`src/rtl/imm_encoder.sv`:
```
// imm_encoder: scatters a signed immediate into a RISC-V
// instruction template through a 2-stage valid/ready pipe.
module imm_encoder #(
  parameter int COUNT_W = 8
) (
  input  logic               clk,
  input  logic               reset,
  input  logic               in_valid,
  output logic               in_ready,
  input  logic [31:0]        in_inst,
  input  logic [31:0]        in_imm,
  output logic               out_valid,
  input  logic               out_ready,
  output logic [31:0]        out_inst,
  output logic [1:0]         out_err,
  output logic [COUNT_W-1:0] err_count
);

  typedef enum logic [2:0] {
    FMT_I,
    FMT_S,
    FMT_B,
    FMT_U,
    FMT_J,
    FMT_X
  } fmt_e;

  logic               s1_valid_q, s1_valid_d;
  logic [31:0]        s1_inst_q, s1_inst_d;
  logic [31:0]        s1_imm_q, s1_imm_d;
  fmt_e               s1_fmt_q, s1_fmt_d;
  logic [1:0]         s1_err_q, s1_err_d;
  logic               out_valid_q, out_valid_d;
  logic [31:0]        out_inst_q, out_inst_d;
  logic [1:0]         out_err_q, out_err_d;
  logic [COUNT_W-1:0] cnt_q, cnt_d;

  logic        s2_free;
  logic        accept;
  fmt_e        fmt;
  logic [1:0]  chk;
  logic        rng12, rng13, rng21;
  logic [31:0] merged;

  assign s2_free  = !out_valid_q || out_ready;
  assign in_ready = !s1_valid_q || s2_free;
  assign accept   = in_valid && in_ready;

  // imm fits when every bit above the field's sign bit matches it
  assign rng12 = (&in_imm[31:11]) || !(|in_imm[31:11]);
  assign rng13 = (&in_imm[31:12]) || !(|in_imm[31:12]);
  assign rng21 = (&in_imm[31:20]) || !(|in_imm[31:20]);

  assign out_valid = out_valid_q;
  assign out_inst  = out_inst_q;
  assign out_err   = out_err_q;
  assign err_count = cnt_q;

  // Classify the template's opcode into an immediate format
  always_comb begin
    fmt = FMT_X;
    unique case (in_inst[6:0])
      7'b0000011,
      7'b0010011,
      7'b1100111: fmt = FMT_I;
      7'b0100011: fmt = FMT_S;
      7'b1100011: fmt = FMT_B;
      7'b0110111: fmt = FMT_U;
      7'b1101111: fmt = FMT_J;
      default:    fmt = FMT_X;
    endcase
  end

  // Opcode, then alignment, then range, highest priority first
  always_comb begin
    chk = 2'd0;
    unique case (fmt)
      FMT_X: chk = 2'd3;
      FMT_I,
      FMT_S: if (!rng12) chk = 2'd1;
      FMT_B: begin
        if (in_imm[0])   chk = 2'd2;
        else if (!rng13) chk = 2'd1;
      end
      FMT_U: if (in_imm[11:0] != 12'd0) chk = 2'd2;
      FMT_J: begin
        if (in_imm[0])   chk = 2'd2;
        else if (!rng21) chk = 2'd1;
      end
      default: chk = 2'd3;
    endcase
  end

  // S1 loads on accept and empties when S2 takes its item
  always_comb begin
    s1_valid_d = s1_valid_q;
    s1_inst_d  = s1_inst_q;
    s1_imm_d   = s1_imm_q;
    s1_fmt_d   = s1_fmt_q;
    s1_err_d   = s1_err_q;
    if (accept) begin
      s1_valid_d = 1'b1;
      s1_inst_d  = in_inst;
      s1_imm_d   = in_imm;
      s1_fmt_d   = fmt;
      s1_err_d   = chk;
    end else if (s2_free) begin
      s1_valid_d = 1'b0;
    end
  end

  // Scatter the held immediate over the format's bit fields
  always_comb begin
    merged = s1_inst_q;
    unique case (s1_fmt_q)
      FMT_I: merged = {s1_imm_q[11:0], s1_inst_q[19:0]};
      FMT_S: merged = {s1_imm_q[11:5], s1_inst_q[24:12],
                       s1_imm_q[4:0], s1_inst_q[6:0]};
      FMT_B: merged = {s1_imm_q[12], s1_imm_q[10:5],
                       s1_inst_q[24:12], s1_imm_q[4:1],
                       s1_imm_q[11], s1_inst_q[6:0]};
      FMT_U: merged = {s1_imm_q[31:12], s1_inst_q[11:0]};
      FMT_J: merged = {s1_imm_q[20], s1_imm_q[10:1],
                       s1_imm_q[11], s1_imm_q[19:12],
                       s1_inst_q[11:0]};
      default: merged = s1_inst_q;
    endcase
  end

  // S2 holds while stalled, otherwise takes whatever S1 has
  always_comb begin
    out_valid_d = out_valid_q;
    out_inst_d  = out_inst_q;
    out_err_d   = out_err_q;
    if (s2_free) begin
      out_valid_d = s1_valid_q;
      if (s1_valid_q) begin
        out_inst_d = merged;
        out_err_d  = s1_err_q;
      end
    end
  end

  // Count errored results as they leave, saturating at all-ones
  always_comb begin
    cnt_d = cnt_q;
    if (out_valid_q && out_ready && out_err_q != 2'd0
        && cnt_q != '1)
      cnt_d = cnt_q + COUNT_W'(1);
  end

  // Pipeline and counter registers, synchronous reset
  always_ff @(posedge clk) begin
    if (reset) begin
      s1_valid_q  <= 1'b0;
      s1_inst_q   <= 32'd0;
      s1_imm_q    <= 32'd0;
      s1_fmt_q    <= FMT_X;
      s1_err_q    <= 2'd0;
      out_valid_q <= 1'b0;
      out_inst_q  <= 32'd0;
      out_err_q   <= 2'd0;
      cnt_q       <= '0;
    end else begin
      s1_valid_q  <= s1_valid_d;
      s1_inst_q   <= s1_inst_d;
      s1_imm_q    <= s1_imm_d;
      s1_fmt_q    <= s1_fmt_d;
      s1_err_q    <= s1_err_d;
      out_valid_q <= out_valid_d;
      out_inst_q  <= out_inst_d;
      out_err_q   <= out_err_d;
      cnt_q       <= cnt_d;
    end
  end

endmodule
```
`config.mk`:
```
export PLATFORM = sky130hd
export DESIGN_NAME = imm_encoder
export DESIGN_NICKNAME = d
export VERILOG_FILES = /design/src/rtl/imm_encoder.sv
export SDC_FILE = /design/constraint.sdc
export NUM_CORES = 1
export LEC_CHECK = 0
export CORE_MARGIN = 3
export CORE_UTILIZATION = 30
export DETAILED_ROUTE_END_ITERATION = 8
export PLACE_DENSITY_LB_ADDON = 0.2
export RECOVER_POWER = 100
export SETUP_SLACK_MARGIN = 0.05
export SYNTH_ARGS = -nofsm -noshare
export SYNTH_HDL_FRONTEND = slang
export SYNTH_SLANG_ARGS = --single-unit
```
`constraint.sdc`:
```
create_clock -name clk -period 3.3 [get_ports clk]
set_input_delay 0.66 -clock clk [delete_from_list [all_inputs] [get_ports clk]]
set_output_delay 0.66 -clock clk [all_outputs]
set_load 0.1 [all_outputs]
```
==> results of run 1 <==
==> tightest hold or removal path, cell delays in order (launching register included) <==
cell	delay [ns]
dfxtp_1	0.30
nand2_1	0.05
a21oi_1	0.05
==> cells by family after synthesis <==
group	after synthesis	share of synthesized area (%)
AO/OA/AOI/OAI	148	19.7
XOR/XNOR	6	1.09
adder cells (fa/ha/maj)	1	0.259
buffers and inverters	51	5.64
flip-flops	113	46.8
multiplexers	15	3.13
AND/OR/NAND/NOR	256	23.4
==> routing by layer <==
layer	track usage (%)	part of all wire (%)
met1	19.9	45
met2	26.2	46
met3	6.58	7.4
met4	6.06	1.9
met5	0	0
==> report_power, final <==
part / leakage (nW) / internal [mW] / switching (mW)
combinational: 1.14 / 0.159 / 0.361
clock: 0.309 / 1.29 / 0.630
sequential: 0.928 / 1.44 / 0.0438
total: 2.38 / 2.89 / 1.04
==> cells in the final DEF, fill, tap and decap left out, types with 3 or more instances in the layout <==
master,instances
xnor2_1,5
dfxtp_1,113
nand2_1,156
a211oi_1,18
o21ai_0,3
inv_1,5
clkbuf_1,47
a21oi_1,88
o21ai_1,4
nand3_1,6
nor2_1,48
buf_4,3
clkdlybuf4s50_1,63
nor4_1,8
a311oi_1,3
dlygate4sd3_1,3
bufinv_16,4
inv_2,3
a222oi_1,6
mux2i_1,14
nor3_1,9
clkbuf_16,17
nand4_1,7
a221o_1,4
clkinv_2,7
==> area by class of cell <==
type	count	area [µm²]	area share [%]
multi-input combinational	426	2290	35.9
sequential	113	2260	35.5
timing repair buffer	119	906	14.2
clock inverter	12	163	2.55
inverter	8	30.0	0.472
clock buffer	20	457	7.17
tap	211	264	4.15
==> final timing paths <==
path | end | slack, ns
min | s1_inst_q[29] | 0.45
max reg2reg | out_inst[26] | 0.93
min reg2reg | s1_inst_q[29] | 0.45
max | out_inst[7] | 0.70
==> sequential cells by signal, indices dropped and copies added (netlist names) <==
register	flops
err_count	8
out_inst	32
s1_fmt_q	3
s1_err_q	2
s1_imm_q	32
out_err	2
out_valid	1
s1_inst_q	32
s1_valid_q	1
==> stage by stage <==
| stage | util, % | setup slack [ns] | cell area [µm²] |
|---|---|---|---|
| 2_1_floorplan | - | 0.151 | 4830 |
| 3_3_place_gp | 38.4 | 0.829 | 5940 |
| 3_5_place_dp | 38.4 | 0.801 | 5940 |
| 4_1_cts | 42.4 | 0.962 | 6560 |
| 5_1_grt | 41.1 | 0.514 | 6370 |
| 6_report | 41.1 | 0.699 | 6370 |
==> results.ini, run 1 <==
[clocking]
post_cts_buffers=0
cts_root_buffer=clkbuf_16
numCtsBuffers=17
ctsResizeCount=0
ctsHoldBuffers=0
clkLatencyLatePin_ns=0.42
clkTransAtPathRegs_ns=0.05
clock_sink_count=113
cts_tree=done
clock_tree.buffer_depth=2
htreeDepth=4

[global_route]
antenna_found_initial=0
gr-total-overflow=0
grt_pass1_vias=4503
grt_max_degree=74
grt_pass1_wl_um=23000
grt_usage_pct=16.4

[run_status]
outcome=complete, but fails checks
violations=max-capacitance violations, max-slew violations

[die]
rows=45
pin_count=112
start_util_pct=31.2
coreArea_um2=15500
dieWidth_um=133
die_h_um=133
fp.dieArea_um2=17700

[synthesis]
synth_edf_count=0
netlist.top_cell.by_area=dfxtp_1
syn-num-nets=659
syn_inst=590
ys_seq_area_share_pct=46.8
yosys-top-cells-area=dfxtp_1, nand2_1, a21oi_1
synth-async-reset-ratio_pct=0
synthTopCellsByCount=nand2_1, dfxtp_1, a21oi_1, nor2_1, clkbuf_1
netlist_area_um2=4830
synth_most_common_cell=nand2_1
ys_warn_count=0
ys_ff_latch=113
ys_types=62
yosysTopAreaCellShare_pct=46.8
synth_flop_cell=dfxtp_1
synth.avg_cell_area_um2=8.19

[routing]
drc=0
vias_per_cell=4.99
ant_nets=0
detail_route.wl_per_cell_um=15.7
num_vias=4535
wirelength_um=14200
dr.pass1.iters=5
drtIter0Drc=339

[placement]
gp_congestion=0.768
place.detailed.hpwl_um=10000
dp_cells=877
port-buffer-count=111

[layout]
drive_above_1_share_pct=7.31
n_antenna_cell=0
fin_cells=909
nFillCells=1635
nNetsFinal=754
areaGrowthSynthToFinish_pct=31.8

[critical_path]
startpoint=reset
reg2regPathDepth=5
critPathArrivalTime_ns=2.85
path_class=in2reg
crit_family=buffers and inverters
cp.depth=3
path_buf_inv=2
worstPathRequired_ns=3.55
critPathSlowestCell=clkbuf_2
critPathCaptureType=register
r2r-start=s1_fmt_q[1]
start_kind=input port
critPathMaxStageDelay_ns=1.09
critical_path.cell_chain=clkbuf_2 -> clkbuf_1 -> nor3_1
critPathMaxFanout=73

[sta]
tns_ns=0
fin_worst_skew_ns=0.00554
min_period_over_period_pct=78.8
slew_viol_final=74
rsz0062_at_grt=false
fmax_mhz=384
maxSlewHeadroom_pct=-4.99
finalCriticalPeriod_ns=2.60
finalHoldViolCount=0
worstMarginPinSlew_ns=1.57
holdWs_ns=0.453
setup_viol=0

[power_and_ir_drop]
power_mw=3.92
p_leak_nw=2.38
power-per-cell-area_nw_per_um2=616
ir_drop_uv=399

[hold_path]
min_path_cells=2
hp-class=reg2reg
hp-start=s1_inst_q[29]

[run]
maxCapViolCount=1

Power figures use the tool's default switching activity.
==> run 2: changes to the inputs <==
clock period = 2.35 ns   (was 3.3 ns; I/O delays follow)
==> run 2 against run 1 <==
Against the previous run: largest cell class unchanged; global-route usage shrank 0.096 points; combinational power grew 46%; critical path type is now in2out; sequential share of layout area shrank 0.89 points; die area is the same; the flow now finishes without violations; wire length shrank 0.34%.
==> results.ini, run 2 (same netlist as run 1, synthesis figures left out) <==
[run_status]
outcome=completed

[clocking]
post_cts_buffers=0
ctsHoldBuffers=0
htreeDepth=4
ctsResizeCount=0
cts_root_buffer=clkbuf_16
numCtsBuffers=17
clock_tree.buffer_depth=2
clkTransAtPathRegs_ns=0.05
clkLatencyLatePin_ns=0.41
clock_sink_count=113
cts_tree=done

[global_route]
grt_pass1_vias=4502
grt_max_degree=53
antenna_found_initial=0
grt_usage_pct=16.3
grt_pass1_wl_um=23100
gr-total-overflow=0

[routing]
num_vias=4545
drc=0
ant_nets=0
vias_per_cell=4.92
detail_route.wl_per_cell_um=15.4
dr.pass1.iters=4
drtIter0Drc=270
wirelength_um=14200

[critical_path]
critical_path.cell_chain=dlygate4sd3_1 -> nand3b_1 -> buf_2
critPathSlowestCell=dlygate4sd3_1
critPathMaxStageDelay_ns=0.56
crit_end=in_ready
r2r-start=s1_fmt_q[0]
critPathArrivalTime_ns=1.66
critPathMaxFanout=4
critPathCaptureType=output pin
start_kind=input port
rrSetupSlack_ns=0.49
r2r_end=out_inst[7]
path_class=in2out
reg2regPathDepth=5
worstPathRequired_ns=1.88
startpoint=out_ready

[die]
coreArea_um2=15500
dieWidth_um=133
rows=45
pin_count=112
start_util_pct=31.2
fp.dieArea_um2=17700
die_h_um=133

[power_and_ir_drop]
power-per-cell-area_nw_per_um2=815
power_mw=5.33
ir_drop_uv=517
p_leak_nw=2.60

[sta]
worst_slack_ns=0.221
min_period_over_period_pct=90.6
rsz0062_at_grt=false
fmax_mhz=470
fin_worst_skew_ns=0.00953
finalHoldViolCount=0
finalCriticalPeriod_ns=2.13
maxSlewHeadroom_pct=27.1
slew_viol_final=0
setup_viol=0
worstMarginPinSlew_ns=1.09

[layout]
drive_above_1_share_pct=15.4
final_common_cell=nand2_1
nFillCells=1599
areaGrowthSynthToFinish_pct=35.4
layout_common_cells=nand2_1, dfxtp_1, a21oi_1
utilization_pct=42.3
postLayoutCellArea_um2=6540
nNetsFinal=769
n_antenna_cell=0

[run]
maxCapViolCount=0

[placement]
place.detailed.hpwl_um=10300
place_ws_ns=-0.123
gp_congestion=0.893
place_area_um2=6120
port-buffer-count=111

[hold_path]
hp-class=reg2reg

-- run 2: changes by cell type in the layout (fill, tap and decap cells not counted), moves of 2 or more --
| cell | previous run | this run |
|---|---|---|
| clkbuf_8 | 2 | 7 |
| nor2_2 | 0 | 2 |
| buf_2 | 0 | 2 |
| buf_12 | 2 | 5 |
| clkinv_2 | 7 | 3 |
| bufinv_16 | 4 | 1 |
| and2_1 | 1 | 3 |
| and2_2 | 2 | 0 |
| clkbuf_2 | 2 | 45 |
| clkbuf_1 | 47 | 4 |
| nor2_1 | 48 | 46 |
| buf_4 | 3 | 16 |
-- run 2: per-stage QoR --
| step | hold WS, ns | instances | setup TNS [ns] |
|---|---|---|---|
| finish | 0.452 | 924 | 0 |
| global route | 0.472 | 924 | 0 |
| CTS | 0.455 | 924 | 0 |
| detailed placement | 0.448 | 892 | -0.123 |
| floorplan | 0.431 | 590 | -2.71 |
| global placement | 0.441 | 892 | -0.171 |
-- run 2: power breakdown --
group	internal (mW)	total [mW]	switching [mW]
sequential	2.02	2.08	0.0601
combinational	0.250	0.761	0.512
clock	1.64	2.49	0.844
total	3.92	5.33	1.42
-- run 2: worst min path at each step --
| stage | from | end | slack (ns) | depth (start not counted) |
|---|---|---|---|---|
| after floorplan | s1_inst_q[31] | s1_inst_q[31] | 0.43 | 2 |
| after CTS | s1_inst_q[12] | s1_inst_q[12] | 0.45 | 2 |
| after global placement | s1_inst_q[12] | s1_inst_q[12] | 0.44 | 2 |
| final | s1_inst_q[12] | s1_inst_q[12] | 0.45 | 2 |
| after global routing | s1_inst_q[6] | out_inst[6] | 0.47 | 2 |
| after detailed placement | s1_inst_q[12] | s1_inst_q[12] | 0.45 | 2 |
-- run 2: routing by layer --
layer,vias to the layer above,share of wire [%],global-route usage [%]
li1,2274,-,-
met1,2138,45,20.2
met2,120,48,26.6
met3,13,6.6,5.89
met4,0,0.87,4.79
met5,-,0,0
-- run 2: area by class of cell --
cell class	count	area [µm²]	share of cell area, %
inverters	8	30.0	0.459
multi-input cells	426	2290	34.9
flip-flops and latches	113	2270	34.6
well taps	211	264	4.03
repair buffers	134	1120	17.1
clock inverters	4	45.0	0.688
clock buffers	28	537	8.20
-- run 2: worst max-delay path: cells and delay by family --
family        cells  cell delay (ns)
buf+inv           2             1.01
simple gates      1             0.17
==> run 3: changes to the inputs <==
HOLD_SLACK_MARGIN = 0.12   (was not set)
==> results of run 3 <==
Same layout as run 2: the final DEF is identical, and so are final timing and power.
